<file path="src/rtl/uart_pkg.sv">
// Shared UART definitions: FSM state encodings common to the receiver and the future transmitter.
// StParity exists only when UART_RX_PARITY_EN is defined; the other encodings stay fixed.
package uart_pkg;

  typedef enum logic [2:0] {
    StIdle     = 3'd0,
    StStart    = 3'd1,
    StData     = 3'd2,
`ifdef UART_RX_PARITY_EN
    StParity   = 3'd3,
`endif
    StStop     = 3'd4,
    StWaitIdle = 3'd5,
    StDone     = 3'd6
  } uart_state_e;

  // Wide enough to index up to 9 data bits or 2 stop bits.
  localparam int unsigned BitCntW = 4;

endpackage

</file>
<file path="src/rtl/uart_sync.sv">
// Two-flop synchroniser for an asynchronous single-bit input.
// Both flops reset to ResetVal so an idle-high line never looks like an edge out of reset.
module uart_sync #(
  parameter logic ResetVal = 1'b1
) (
  input  logic clk,
  input  logic rst,
  input  logic d,
  output logic q
);

  logic meta_q;

  always_ff @(posedge clk or posedge rst) begin
    if (rst) begin
      meta_q <= ResetVal;
      q      <= ResetVal;
    end else begin
      meta_q <= d;
      q      <= meta_q;
    end
  end

endmodule

</file>
<file path="src/rtl/uart_rx_gen.sv">
// UART receiver: mid-bit sampling of an idle-high line, LSB first, 1 or 2 stop bits.
// Optional parity check is compiled in when UART_RX_PARITY_EN is defined.
module uart_rx_gen
  import uart_pkg::*;
#(
  parameter int unsigned CLK_PER_BIT = 435,
  parameter int unsigned DATA_BITS   = 8,
  parameter int unsigned STOP_BITS   = 1,
  parameter bit          PARITY_ODD  = 1'b0
) (
  input  logic                 clk,
  input  logic                 rst,
  input  logic                 rx,
  output logic [DATA_BITS-1:0] data,
  output logic                 valid,
  output logic                 frame_err,
  output logic                 parity_err,
  output logic                 busy
);

  localparam int unsigned CntW = $clog2(CLK_PER_BIT);
  localparam logic [CntW-1:0] FullCnt = CntW'(CLK_PER_BIT - 1);
  // Start bit is re-checked near its centre, then every full bit period after that.
  localparam logic [CntW-1:0] HalfCnt = CntW'((CLK_PER_BIT - 1) / 2 - 1);
  localparam logic [BitCntW-1:0] LastData = BitCntW'(DATA_BITS - 1);
  localparam logic [BitCntW-1:0] LastStop = BitCntW'(STOP_BITS - 1);

  logic                 rx_s;
  uart_state_e          state_q, state_d;
  logic [CntW-1:0]      cnt_q, cnt_d;
  logic [BitCntW-1:0]   bit_q, bit_d;
  logic [DATA_BITS-1:0] shreg_q, shreg_d;
  logic [DATA_BITS-1:0] data_q, data_d;
  logic                 valid_q, valid_d;
  logic                 ferr_q, ferr_d;
`ifdef UART_RX_PARITY_EN
  logic                 perr_q, perr_d;
  logic                 par_bad_q, par_bad_d;
`endif

  uart_sync #(
    .ResetVal (1'b1)
  ) u_sync (
    .clk (clk),
    .rst (rst),
    .d   (rx),
    .q   (rx_s)
  );

  always_comb begin
    state_d = state_q;
    cnt_d   = cnt_q + 1'b1;
    bit_d   = bit_q;
    shreg_d = shreg_q;
    data_d  = data_q;
    valid_d = 1'b0;
    ferr_d  = 1'b0;
`ifdef UART_RX_PARITY_EN
    perr_d    = 1'b0;
    par_bad_d = par_bad_q;
`endif
    unique case (state_q)
      StIdle: begin
        cnt_d = '0;
        bit_d = '0;
`ifdef UART_RX_PARITY_EN
        par_bad_d = 1'b0;
`endif
        if (!rx_s) state_d = StStart;
      end
      StStart: begin
        if (cnt_q == HalfCnt) begin
          cnt_d   = '0;
          state_d = rx_s ? StIdle : StData;
        end
      end
      StData: begin
        if (cnt_q == FullCnt) begin
          cnt_d   = '0;
          shreg_d = {rx_s, shreg_q[DATA_BITS-1:1]};
          bit_d   = bit_q + 1'b1;
          if (bit_q == LastData) begin
            bit_d = '0;
`ifdef UART_RX_PARITY_EN
            state_d = StParity;
`else
            state_d = StStop;
`endif
          end
        end
      end
`ifdef UART_RX_PARITY_EN
      StParity: begin
        if (cnt_q == FullCnt) begin
          cnt_d     = '0;
          par_bad_d = rx_s ^ (^shreg_q) ^ PARITY_ODD;
          state_d   = StStop;
        end
      end
`endif
      StStop: begin
        if (cnt_q == FullCnt) begin
          cnt_d = '0;
          if (!rx_s) begin
            state_d = StWaitIdle;
            ferr_d  = 1'b1;
          end else if (bit_q == LastStop) begin
            // Outputs are registered so they are valid during the single DONE cycle.
            state_d = StDone;
`ifdef UART_RX_PARITY_EN
            if (par_bad_q) begin
              perr_d = 1'b1;
            end else begin
              valid_d = 1'b1;
              data_d  = shreg_q;
            end
`else
            valid_d = 1'b1;
            data_d  = shreg_q;
`endif
          end else begin
            bit_d = bit_q + 1'b1;
          end
        end
      end
      StWaitIdle: begin
        cnt_d = '0;
        if (rx_s) state_d = StIdle;
      end
      StDone: begin
        cnt_d   = '0;
        state_d = StIdle;
      end
      default: begin
        cnt_d   = '0;
        state_d = StIdle;
      end
    endcase
  end

  always_ff @(posedge clk or posedge rst) begin
    if (rst) begin
      state_q <= StIdle;
      cnt_q   <= '0;
      bit_q   <= '0;
      shreg_q <= '0;
      data_q  <= '0;
      valid_q <= 1'b0;
      ferr_q  <= 1'b0;
`ifdef UART_RX_PARITY_EN
      perr_q    <= 1'b0;
      par_bad_q <= 1'b0;
`endif
    end else begin
      state_q <= state_d;
      cnt_q   <= cnt_d;
      bit_q   <= bit_d;
      shreg_q <= shreg_d;
      data_q  <= data_d;
      valid_q <= valid_d;
      ferr_q  <= ferr_d;
`ifdef UART_RX_PARITY_EN
      perr_q    <= perr_d;
      par_bad_q <= par_bad_d;
`endif
    end
  end

  assign data      = data_q;
  assign valid     = valid_q;
  assign frame_err = ferr_q;
  assign busy      = (state_q != StIdle);
`ifdef UART_RX_PARITY_EN
  assign parity_err = perr_q;
`else
  assign parity_err = 1'b0;
`endif

endmodule

</file>
<file path="config.mk">
export PLATFORM = sky130hd
export DESIGN_NAME = uart_rx_gen
export DESIGN_NICKNAME = d
export VERILOG_FILES = /design/src/rtl/uart_pkg.sv /design/src/rtl/uart_sync.sv /design/src/rtl/uart_rx_gen.sv
export SDC_FILE = /design/constraint.sdc
export NUM_CORES = 1
export LEC_CHECK = 0
export BUFFER_PORTS_ARGS = -buffer_cell sky130_fd_sc_hd__buf_4
export CAP_MARGIN = 10
export CORE_MARGIN = 3
export CORE_UTILIZATION = 62
export DETAILED_ROUTE_END_ITERATION = 16
export PLACE_DENSITY = 0.83
export SETUP_SLACK_MARGIN = 0.1
export SLEW_MARGIN = 15
export SYNTH_ARGS = -nofsm -noshare
export SYNTH_HDL_FRONTEND = slang
export SYNTH_SLANG_ARGS = --single-unit
</file>
<file path="constraint.sdc">
create_clock -name clk -period 6.6 [get_ports clk]
set_clock_uncertainty 0.1 [all_clocks]
set_input_delay 1.32 -clock clk [delete_from_list [all_inputs] [get_ports clk]]
set_output_delay 1.32 -clock clk [all_outputs]
set_load 0.03 [all_outputs]
</file>
# After elaboration in Yosys (flattened, before gate mapping)
# Index checks and enable logic that the tools add are counted.
[classes]
n_reduce_logical = 9
n_addsub = 2
n_mux = 26
n_eq_ne = 16
[ops]
columns = ["op", "n"]
rows = [
  ["$mux 3", 8],
  ["$mux 4", 5],
  ["$mux 9", 2],
  ["$pmux 9 s2", 1],
  ["$pmux 3 s5", 1],
  ["$ne 2x2->1 const B", 6],
  ["$pmux 4 s3", 1],
  ["$add 9x1->9 const B", 1],
  ["$eq 9x8->1 const B", 1],
  ["$eq 9x9->1 const B", 1],
  ["$mux 1", 7],
  ["$reduce_and 7->1", 1],
  ["$eq 3x3->1 const B", 2],
  ["$reduce_bool 3->1", 2],
  ["$reduce_and 5->1", 1],
  ["$add 4x1->4 const B", 1],
  ["$eq 4x3->1 const B", 1],
  ["$logic_not 4->1", 1],
  ["$ne 2x1->1 const B", 2],
  ["$reduce_and 4->1", 1],
  ["$eq 3x1->1 const B", 1],
  ["$eq 3x2->1 const B", 1],
  ["$logic_not 3->1", 1],
  ["$ne 3x3->1 const B", 1],
  ["other kinds (3)", 3],
]
[totals]
reg_bits = 36
input_bits = 3
word_cells = 62
output_inout_bits = 12

# Logic depth before layout (Yosys ltp)
# Gate-level depths: netlist of the first run.
[depth]
depth_word = 5
depth_mapped = 7
depth_no_buf = 7

# By module
# A second synthesis of the first run with hierarchy kept.
[unflattened]
cells_unflattened = 155
area_unflattened_um2 = 1790.5
[modules_own_cells]
columns = ["module", "cells_each", "area_per_inst_um2", "seq_area_each_um2", "instances"]
rows = [
  ["uart_rx_gen", 152, 1734.2, 850.8, 1],
  ["uart_sync", 3, 56.3, 52.6, 1],
]

# Worst setup path after synthesis of the first run
# No wires, ideal clock.
[synth_timing]
path_kind = "reg2out"
start = "reg state_q[0]"
end = "out busy"
required_ps = 5180
path_buffers = 1
stages_incl_launch_ff = 3
t_arrival_ps = 1116
path_slack_ps = 4064
path_cell_list = "dfrtp_1 > clkbuf_1 > or3_1"
[synth_between]
elab_chain_len = 1
[synth_lines]
columns = ["item", "line", "rtl"]
rows = [
  ["start: declaration", "uart_rx_gen.sv:29", "uart_state_e state_q, state_d;"],
  ["start signal: assignment", "uart_rx_gen.sv:143", "state_q <= StIdle;"],
  ["start signal: assignment", "uart_rx_gen.sv:155", "state_q <= state_d;"],
  ["$reduce_bool 3->1", "uart_rx_gen.sv:172", "assign busy = (state_q != StIdle);"],
  ["end: declaration", "uart_rx_gen.sv:18", "output logic busy"],
]
# No other way between the ends.

# Worst setup path in the final report of the first run
# Same ends and word-level chain as after synthesis.

==> results.cfg, run 1 <==
[die]
rows = 18
die_y_um = 58.43
core-area_mm2 = 0.002545
dieArea_mm2 = 0.003413
start_util_pct = 66.96
die_w_um = 58.43
num_io_pins = 15

[pwr]
pwr-share-comb_pct = 1.9
switching_power_mw = 0.07850
p_int_mw = 0.2738
leakage_nw = 0.8994
powerDensity_mw_per_mm2 = 187.1
fin_total_pwr_mw = 0.3523
netSwitchingFraction_pct = 22.28
power_frac_seq_pct = 63.1
peakVddDrop_uv = 153.8
pwr-share-clk_pct = 35.0

[timing]
fmax_mhz = 343.7
slew_headroom_pct = 55.20
finalCritPeriodShare_pct = 44.08
slew_violations = 0
finalSetupTns_ns = 0
setup_viol_count_final = 0
fin_ws_ns = 3.691
fin_crit_ns = 2.909
final_hold_viol_count = 0
rsz0062_at_grt = false
worst_slew_pin_slew_ns = 0.6670

[clock_tree]
cts_resized = 0
clk_pin_slew_worst_paths_ns = 0.12
cts_max_level = 2
cts_setup_buffers = 0
clock-sinks = 36
cts_buffers = 5
cts_tree = yes
clk_latency_ns = 0.34
clock-root-buffer = clkbuf_4
ctsHoldBuffers = 0
clock_tree.buffer_depth = 2

[status]
outcome = completed

[critical_path]
startpoint_type = flop
path_max_fanout = 12
arrival_ns = 1.49
r2r-start = bit_q[0]
crit_start = state_q[0]
end_kind = primary output
worstSetupPathType = reg -> out
critPathRequiredTime_ns = 5.18

[logic_synthesis]
synth_top_area_share_pct = 49.93
synthFlopType = dfrtp_1
ys_seq_elements = 36
syn-num-nets = 155
synth_area_leader_cell = dfrtp_1
syn_avg_cell_area_um2 = 11.59
postSynth.asyncResetShare_pct = 100.0
synth-edff-count = 0
syn-instance-count = 147
synth.distinct_cells = 40
yosysSeqAreaShare_pct = 53.01
synthesis.area_mm2 = 0.001704
yosys-top-cells-area = dfrtp_1, mux2_2, ha_1
yosys_warnings = 0

[layout]
layout-drive-gt1-share_pct = 28.05
final_cell_mix = dfrtp_1, mux2_2, nor2_1, buf_4
final_common_cell = dfrtp_1
fillers = 177
synthToLayoutAreaGrowth_pct = 10.50
antennaDiodeCount = 0
final_cells = 194
final_nets = 171
final_util_pct = 73.99

[job]
cap_violations = 0

[route]
vias = 1121
ant_nets = 0
first_iter_violations = 32
wl_per_cell_um = 14.84
via_per_inst = 5.778
wl_mm = 2.879
drc = 0
first_pass_iters = 4

[global_routing]
grt_max_degree = 37
grt_pass1_wl_mm = 5.057
antenna_found_initial = 0
gr-total-overflow = 0
grt_pass1_vias = 1121
track_usage_pct = 20.05

[hold_path]
worst_hold_startpoint = u_sync.meta_q
worstHoldPathType = reg -> reg

[placed_design]
dpl.hpwl_mm = 2.054
dp.cells = 186
place_congestion = 0.7940
dp_slack_ns = 4.082
portBuffers = 13
-- cells by family (layout without fill, tap and decap cells) --
family	Yosys count	count (layout)	share of synthesized area, %
AO/OA/AOI/OAI	16	16	6.609
XOR/XNOR	7	7	3.598
adder cells (fa/ha/maj)	5	5	3.671
buffers and inverters	12	29	3.010
flip-flops	36	36	53.01
multiplexers	18	18	11.82
other	1	1	0.2201
AND/OR/NAND/NOR	52	52	18.06
-- power groups by stage --
stage / clock (mW) / sequential, mW / combinational, mW
after floorplan: 0 / 0.226 / 0.00490
after global placement: 0 / 0.227 / 0.00677
after detailed placement: 0 / 0.227 / 0.00688
after CTS: 0.128 / 0.222 / 0.00698
after global routing: 0.137 / 0.223 / 0.00767
final: 0.123 / 0.222 / 0.00659
-- worst max-delay path, stage by stage (launching register included) --
cell and delay (ns):
dfrtp_1 0.55, or3_1 0.42, buf_4 0.17
-- through the flow --
stage,hold slack [ns],cell area (um^2)
after CTS,0.2610,1883
after floorplan,0.2452,1704
after global placement,0.2472,1822
after global routing,0.2672,1883
final,0.2594,1883
after detailed placement,0.2469,1822
-- metal layers --
metal  track usage [%]  routed length (um)  vias up
met5                 0                   0        -
met4             9.272                  65        0
met3             6.798                 110        9
met2             32.85                1433       16
met1             23.75                1269      556
li1                  -                   -      540
-- cell usage after synthesis (2+ instances only) --
master,count
a21oi_1,5
clkbuf_1,2
dfrtp_1,34
dfstp_2,2
ha_1,5
inv_1,7
mux2_2,17
nand2_1,8
nand2b_1,3
nand3_1,8
nand3b_1,2
nor2_1,15
nor2b_1,3
nor4bb_1,2
o21ai_0,4
xnor2_1,3
xor2_1,4
-- final cells by class --
cell class,instances,area [um^2],share of cell area (%)
clock buffers,6,51.30,2.724
well taps,30,37.54,1.993
clock inverters,2,10.01,0.5316
repair buffers,14,105.1,5.581
multi-input cells,99,749.5,39.80
inverters,7,26.28,1.395
flip-flops and latches,36,903.4,47.97
-- path summary, 6_finish.rpt --
path / endpoint / slack [ns] / cells after the start
min reg2reg: u_sync.q / 0.26 / 0
max in group asynchronous: u_sync.meta_q / 5.08 / 3
max: busy / 3.69 / 2
min: u_sync.q / 0.26 / 0
min in group asynchronous: state_q[2] / 0.96 / 3
max reg2reg: data[7] / 4.16 / 6
-- sequential cells by signal, indices dropped and copies added (netlist names), 3 cells and up --
name     flops
bit_q        4
cnt_q        9
data         8
shreg_q      8
state_q      3
Power figures use the tool's default switching activity.
==> run 2, diff against run 1 <==
--- a/config.mk
+++ b/config.mk
@@ -5,12 +5,13 @@
 export SDC_FILE = /design/constraint.sdc
 export NUM_CORES = 1
 export LEC_CHECK = 0
+export ABC_AREA = 1
 export BUFFER_PORTS_ARGS = -buffer_cell sky130_fd_sc_hd__buf_4
 export CAP_MARGIN = 10
 export CORE_MARGIN = 3
-export CORE_UTILIZATION = 62
+export CORE_UTILIZATION = 53
 export DETAILED_ROUTE_END_ITERATION = 16
-export PLACE_DENSITY = 0.83
+export PLACE_DENSITY = 0.75
 export SETUP_SLACK_MARGIN = 0.1
 export SLEW_MARGIN = 15
 export SYNTH_ARGS = -nofsm -noshare
==> constraint.sdc (replaced) <==
create_clock -name clk -period 2.61 [get_ports clk]
set_clock_uncertainty 0.1 [all_clocks]
set_input_delay 0.522 -clock clk [delete_from_list [all_inputs] [get_ports clk]]
set_output_delay 0.522 -clock clk [all_outputs]
set_load 0.03 [all_outputs]
==> results.cfg, run 2 <==
[status]
outcome = completed

[logic_synthesis]
syn-num-nets = 222
yosysSeqAreaShare_pct = 48.85
synth_area_leader_cell = dfrtp_1
ys_seq_elements = 36
synth.distinct_cells = 29
yosys-top-cells-area = dfrtp_1, nand2_1, inv_1
synthFlopType = dfrtp_1
synth_top_area_share_pct = 46.01
postSynth.asyncResetShare_pct = 100.0
synthMostInstantiatedCell = nand2_1
netlist_top_cells_count = nand2_1, dfrtp_1, inv_1
syn-instance-count = 214
synth-edff-count = 0
yosys_warnings = 0
synthesis.area_mm2 = 0.001849
syn_avg_cell_area_um2 = 8.641

[die]
core-area_mm2 = 0.003178
die_w_um = 65.07
num_io_pins = 15
rows = 20
start_util_pct = 58.19
die_y_um = 65.07
dieArea_mm2 = 0.004234

[layout]
largest_reg_flops = 9
synthToLayoutAreaGrowth_pct = 10.08
layout-drive-gt1-share_pct = 27.04
fillers = 286
final_cells = 277
seq_area_um2 = 903.4
finalInstanceArea_mm2 = 0.002036
regMostFlops = cnt_q
final_common_cell = nand2_1
final_nets = 240
antennaDiodeCount = 0
multi_input_area_um2 = 785.8
final_cell_mix = nand2_1, dfrtp_1, inv_1, nor2_1, buf_4

[global_routing]
track_usage_pct = 17.41
gr-total-overflow = 0
antenna_found_initial = 0
grt_pass1_wl_mm = 5.520
grt_pass1_vias = 1289
grt_max_degree = 37

[clock_tree]
cts_buffers = 5
clk_latency_ns = 0.35
clock-root-buffer = clkbuf_4
cts_setup_buffers = 0
cts_resized = 0
cts_tree = yes
clock_tree.buffer_depth = 2
clock-sinks = 36
clk_pin_slew_worst_paths_ns = 0.11
cts_max_level = 2
ctsHoldBuffers = 0

[timing]
final_hold_viol_count = 0
finalSetupTns_ns = 0
finalCritPeriodShare_pct = 72.03
fin_crit_ns = 1.880
setup_viol_count_final = 0
rsz0062_at_grt = false
slew_violations = 0
fmax_mhz = 531.9

[critical_path]
arrival_ns = 1.26
worstRegToRegCells = 9
worstSetupPathType = reg -> out
reg2reg_to = bit_q[0]
critPathRequiredTime_ns = 1.99
path_max_fanout = 6
cp_slowest_cell = dfrtp_1
slowest_delay_ns = 0.46
r2r-start = cnt_q[0]
worstPathCellList = nor2_2 > nand2_1 > buf_4
end_kind = primary output
cp_num_buf_inv = 1
cp_top_family = flip-flops
startpoint_type = flop
regToRegSetupSlack_ns = 0.97

[route]
first_pass_iters = 5
drc = 0
first_iter_violations = 111
wl_per_cell_um = 10.95
wl_mm = 3.033
via_per_inst = 4.755
ant_nets = 0
vias = 1317

[placed_design]
place_congestion = 0.8818
dpl.hpwl_mm = 2.204
dp.cells = 269
portBuffers = 13
place_area_mm2 = 0.001979

[pwr]
leakage_nw = 1.022
peakVddDrop_uv = 314.7
powerDensity_mw_per_mm2 = 430.7
fin_total_pwr_mw = 0.8767

[job]
cap_violations = 0

[hold_path]
worstHoldPathType = in -> async
## run 2: changes by cell type after synthesis, moves of 4 or more
cell / delta
nor2_4: +4
inv_1: +17
nand2_2: +9
nand2_1: +44
o21ai_1: +12
inv_2: +8
mux2_2: -17
o21ai_2: +7
## run 2: cell families after synthesis
group / after synthesis / share of synthesized area, %
flops: 36 / 48.85
compound gates: 29 / 9.269
other cells: 1 / 0.2028
fa+ha+maj: 5 / 3.383
xor+xnor: 4 / 1.895
simple gates: 102 / 27.74
buf+inv: 37 / 8.661
## run 2: how the worst max path moves through the flow
stage / start / end / slack [ns] / depth (start not counted)
final: state_q[0] / busy / 0.73 / 3
after global routing: state_q[0] / busy / 0.62 / 3
after CTS: state_q[0] / busy / 0.72 / 3
after detailed placement: cnt_q[0] / bit_q[0] / 0.98 / 9
after global placement: cnt_q[0] / data[3] / 1.02 / 9
after floorplan: cnt_q[0] / data[1] / 1.09 / 10
## run 2: layout make-up
cell class                      instances  share of cell area, %
Multi-Input combinational cell        141                  38.60
Timing Repair Buffer                   14                  5.163
Tap cell                               44                  2.704
Clock buffer                            5                  1.844
Sequential cell                        36                  44.38
Clock inverter                          3                 0.9219
Inverter                               34                  6.392
## run 2: per-stage QoR
stage | setup slack, ns | util [%] | hold WS, ns
3_5_place_dp | 0.9750 | 62.28 | 0.2478
3_3_place_gp | 1.018 | 62.28 | 0.2465
4_1_cts | 0.7172 | 64.06 | 0.1482
5_1_grt | 0.6206 | 64.06 | 0.1420
6_report | 0.7299 | 64.06 | 0.1618
2_1_floorplan | 1.085 | - | 0.2452
## run 2: worst reg2reg max path: stages, from the launching register on
cell     delay [ns]
dfrtp_1        0.42
inv_1          0.09
ha_1           0.16
nand2_1        0.07
nor2_2         0.15
nand2_4        0.09
nand2_2        0.11
nand4_1        0.19
nand2_1        0.12
nand2_1        0.05
## run 2: metal layers
layer,global-route usage (%),up-vias,wire [um]
li1,-,696,-
met1,21.51,593,1402
met2,26.69,23,1415
met3,6.586,5,154
met4,8.549,0,60
met5,0,-,0
## run 2: power by group
group	internal, mW	total (mW)	switching [mW]
Clock	0.103	0.295	0.192
Sequential	0.560	0.561	0.000740
Combinational	0.00430	0.0206	0.0163
Total	0.668	0.877	0.209
==> run 3, diff against run 2 <==
--- a/config.mk
+++ b/config.mk
@@ -5,13 +5,13 @@
 export SDC_FILE = /design/constraint.sdc
 export NUM_CORES = 1
 export LEC_CHECK = 0
-export ABC_AREA = 1
+export ABC_AREA = 0
 export BUFFER_PORTS_ARGS = -buffer_cell sky130_fd_sc_hd__buf_4
 export CAP_MARGIN = 10
 export CORE_MARGIN = 3
-export CORE_UTILIZATION = 53
+export CORE_UTILIZATION = 52
 export DETAILED_ROUTE_END_ITERATION = 16
-export PLACE_DENSITY = 0.75
+export PLACE_DENSITY = 0.74
 export SETUP_SLACK_MARGIN = 0.1
 export SLEW_MARGIN = 15
 export SYNTH_ARGS = -nofsm -noshare
==> constraint.sdc (replaced) <==
create_clock -name clk -period 1.5 [get_ports clk]
set_clock_uncertainty 0.1 [all_clocks]
set_input_delay 0.3 -clock clk [delete_from_list [all_inputs] [get_ports clk]]
set_output_delay 0.3 -clock clk [all_outputs]
set_load 0.03 [all_outputs]
==> results.cfg, run 3 (same netlist as run 1, synthesis figures left out) <==
[critical_path]
reg2reg_to = bit_q[3]
end_kind = flop
worstSetupPathType = reg -> reg
slowest_delay_ns = 0.43
startpoint_type = flop
cp_slowest_cell = a2111o_1
path_max_fanout = 4
crit_start = cnt_q[0]
r2r-start = cnt_q[0]
arrival_ns = 2.22
cp-endpoint = bit_q[3]
worstRegToRegCells = 7
regToRegSetupSlack_ns = -0.53
worstPathCellList = inv_2 > ha_1 > and4bb_1 > nand4_4 > a2111o_1 > or4_1 > nand3_1
critPathRequiredTime_ns = 1.68

[clock_tree]
cts_tree = yes
clk_latency_ns = 0.34
clock_tree.buffer_depth = 2
clk_pin_slew_worst_paths_ns = 0.11
cts_max_level = 2
clock-root-buffer = clkbuf_4
cts_buffers = 5
clock-sinks = 36

[layout]
antennaDiodeCount = 0
finalInstanceArea_mm2 = 0.002399
final_util_pct = 77.93
final_common_cell = buf_4
layout-drive-gt1-share_pct = 47.34
final_nets = 214
final_cell_mix = buf_4, dfrtp_1, nor2_1, mux2_2
largest_reg_flops = 9
synthToLayoutAreaGrowth_pct = 40.75
final_cells = 251
regMostFlops = cnt_q

[route]
drc = 0
vias = 1331
via_per_inst = 5.303
wl_met2_mm = 2.000
wl_met1_mm = 1.520
wl_met3_um = 179
first_iter_violations = 37
wl_mm = 3.793
highest_layer = met4
ant_nets = 0
first_pass_iters = 4
wl_per_cell_um = 15.11

[global_routing]
gr-total-overflow = 0
track_usage_pct = 20.86
grt_max_degree = 37
antenna_found_initial = 0
grt_pass1_vias = 1398
grt_pass1_wl_mm = 6.506

[placed_design]
dpl.hpwl_mm = 2.482
place_congestion = 0.8621
dp.cells = 237
place_area_mm2 = 0.002135
portBuffers = 13

[die]
num_io_pins = 15
start_util_pct = 55.37
core-area_mm2 = 0.003078
rows = 20
die_w_um = 63.25
die_y_um = 63.25
dieArea_mm2 = 0.004000

[timing]
fin_ws_ns = -0.5332
final_hold_viol_count = 0
finalCritPeriodShare_pct = 135.5
fmax_mhz = 491.8
rsz0062_at_grt = true
fin_crit_ns = 2.033
holdWs_ns = 0.2655
slew_violations = 0
setup_viol_count_final = 35

[status]
violations = setup timing
outcome = finished with violations

[job]
cap_violations = 0

[pwr]
fin_total_pwr_mw = 1.685
peakVddDrop_uv = 489.9
leakage_nw = 1.145
powerDensity_mw_per_mm2 = 702.7

[hold_path]
worstHoldPathType = reg -> reg
-- run 3: critical path, delay by kind of cell, from the launching register on --
kind                     cells  cell delay [ns]
flip-flops                   1             0.40
buffers and inverters        1             0.06
AND/OR/NAND/NOR              4             0.87
adder cells (fa/ha/maj)      1             0.13
AO/OA/AOI/OAI                1             0.43
-- run 3: cell type report --
type	count	area, um^2
Clock buffer	6	41.29
Fill cell	188	679.4
Clock inverter	2	35.03
Inverter	7	26.28
Multi-Input combinational cell	99	872.1
Sequential cell	36	904.6
Tap cell	44	55.05
Timing Repair Buffer	57	464.2
-- run 3: how the worst min path moves through the flow --
stage	endpoint	cells after the start	from
after floorplan	u_sync.meta_q	0	rx
after global placement	u_sync.q	0	u_sync.meta_q
after detailed placement	u_sync.q	0	u_sync.meta_q
after CTS	u_sync.q	0	u_sync.meta_q
after global routing	u_sync.q	0	u_sync.meta_q
final	u_sync.q	0	u_sync.meta_q
-- run 3: report_power, final --
| group | total, mW | switching [mW] | internal, mW |
|---|---|---|---|
| sequential | 0.977 | 0.00183 | 0.975 |
| combinational | 0.0433 | 0.0278 | 0.0156 |
| clock | 0.665 | 0.316 | 0.349 |
-- run 3: layer usage --
metal	vias to the layer above	track usage, %
li1	630	-
met1	652	23.19
met2	39	37.55
met3	10	4.635
met4	0	9.973
met5	-	0
-- run 3: repair_timing --
item / in CTS / in global routing
hold buffers: 2 / 0
gates resized for setup: 19 / 13
setup endpoints to repair: 35 / 35
cloned: 1 / 0
hold endpoints to repair: 35 / 0
pin swaps: 4 / 3
setup buffers: 2 / 2
-- run 3: per-stage QoR --
| stage | setup TNS, ns | setup WS (ns) |
|---|---|---|
| after floorplan | -14.26 | -0.6334 |
| after global placement | -13.95 | -0.5315 |
| after detailed placement | -15.33 | -0.5752 |
| after CTS | -13.50 | -0.5477 |
| after global routing | -17.09 | -0.6328 |
| final | -13.70 | -0.5332 |
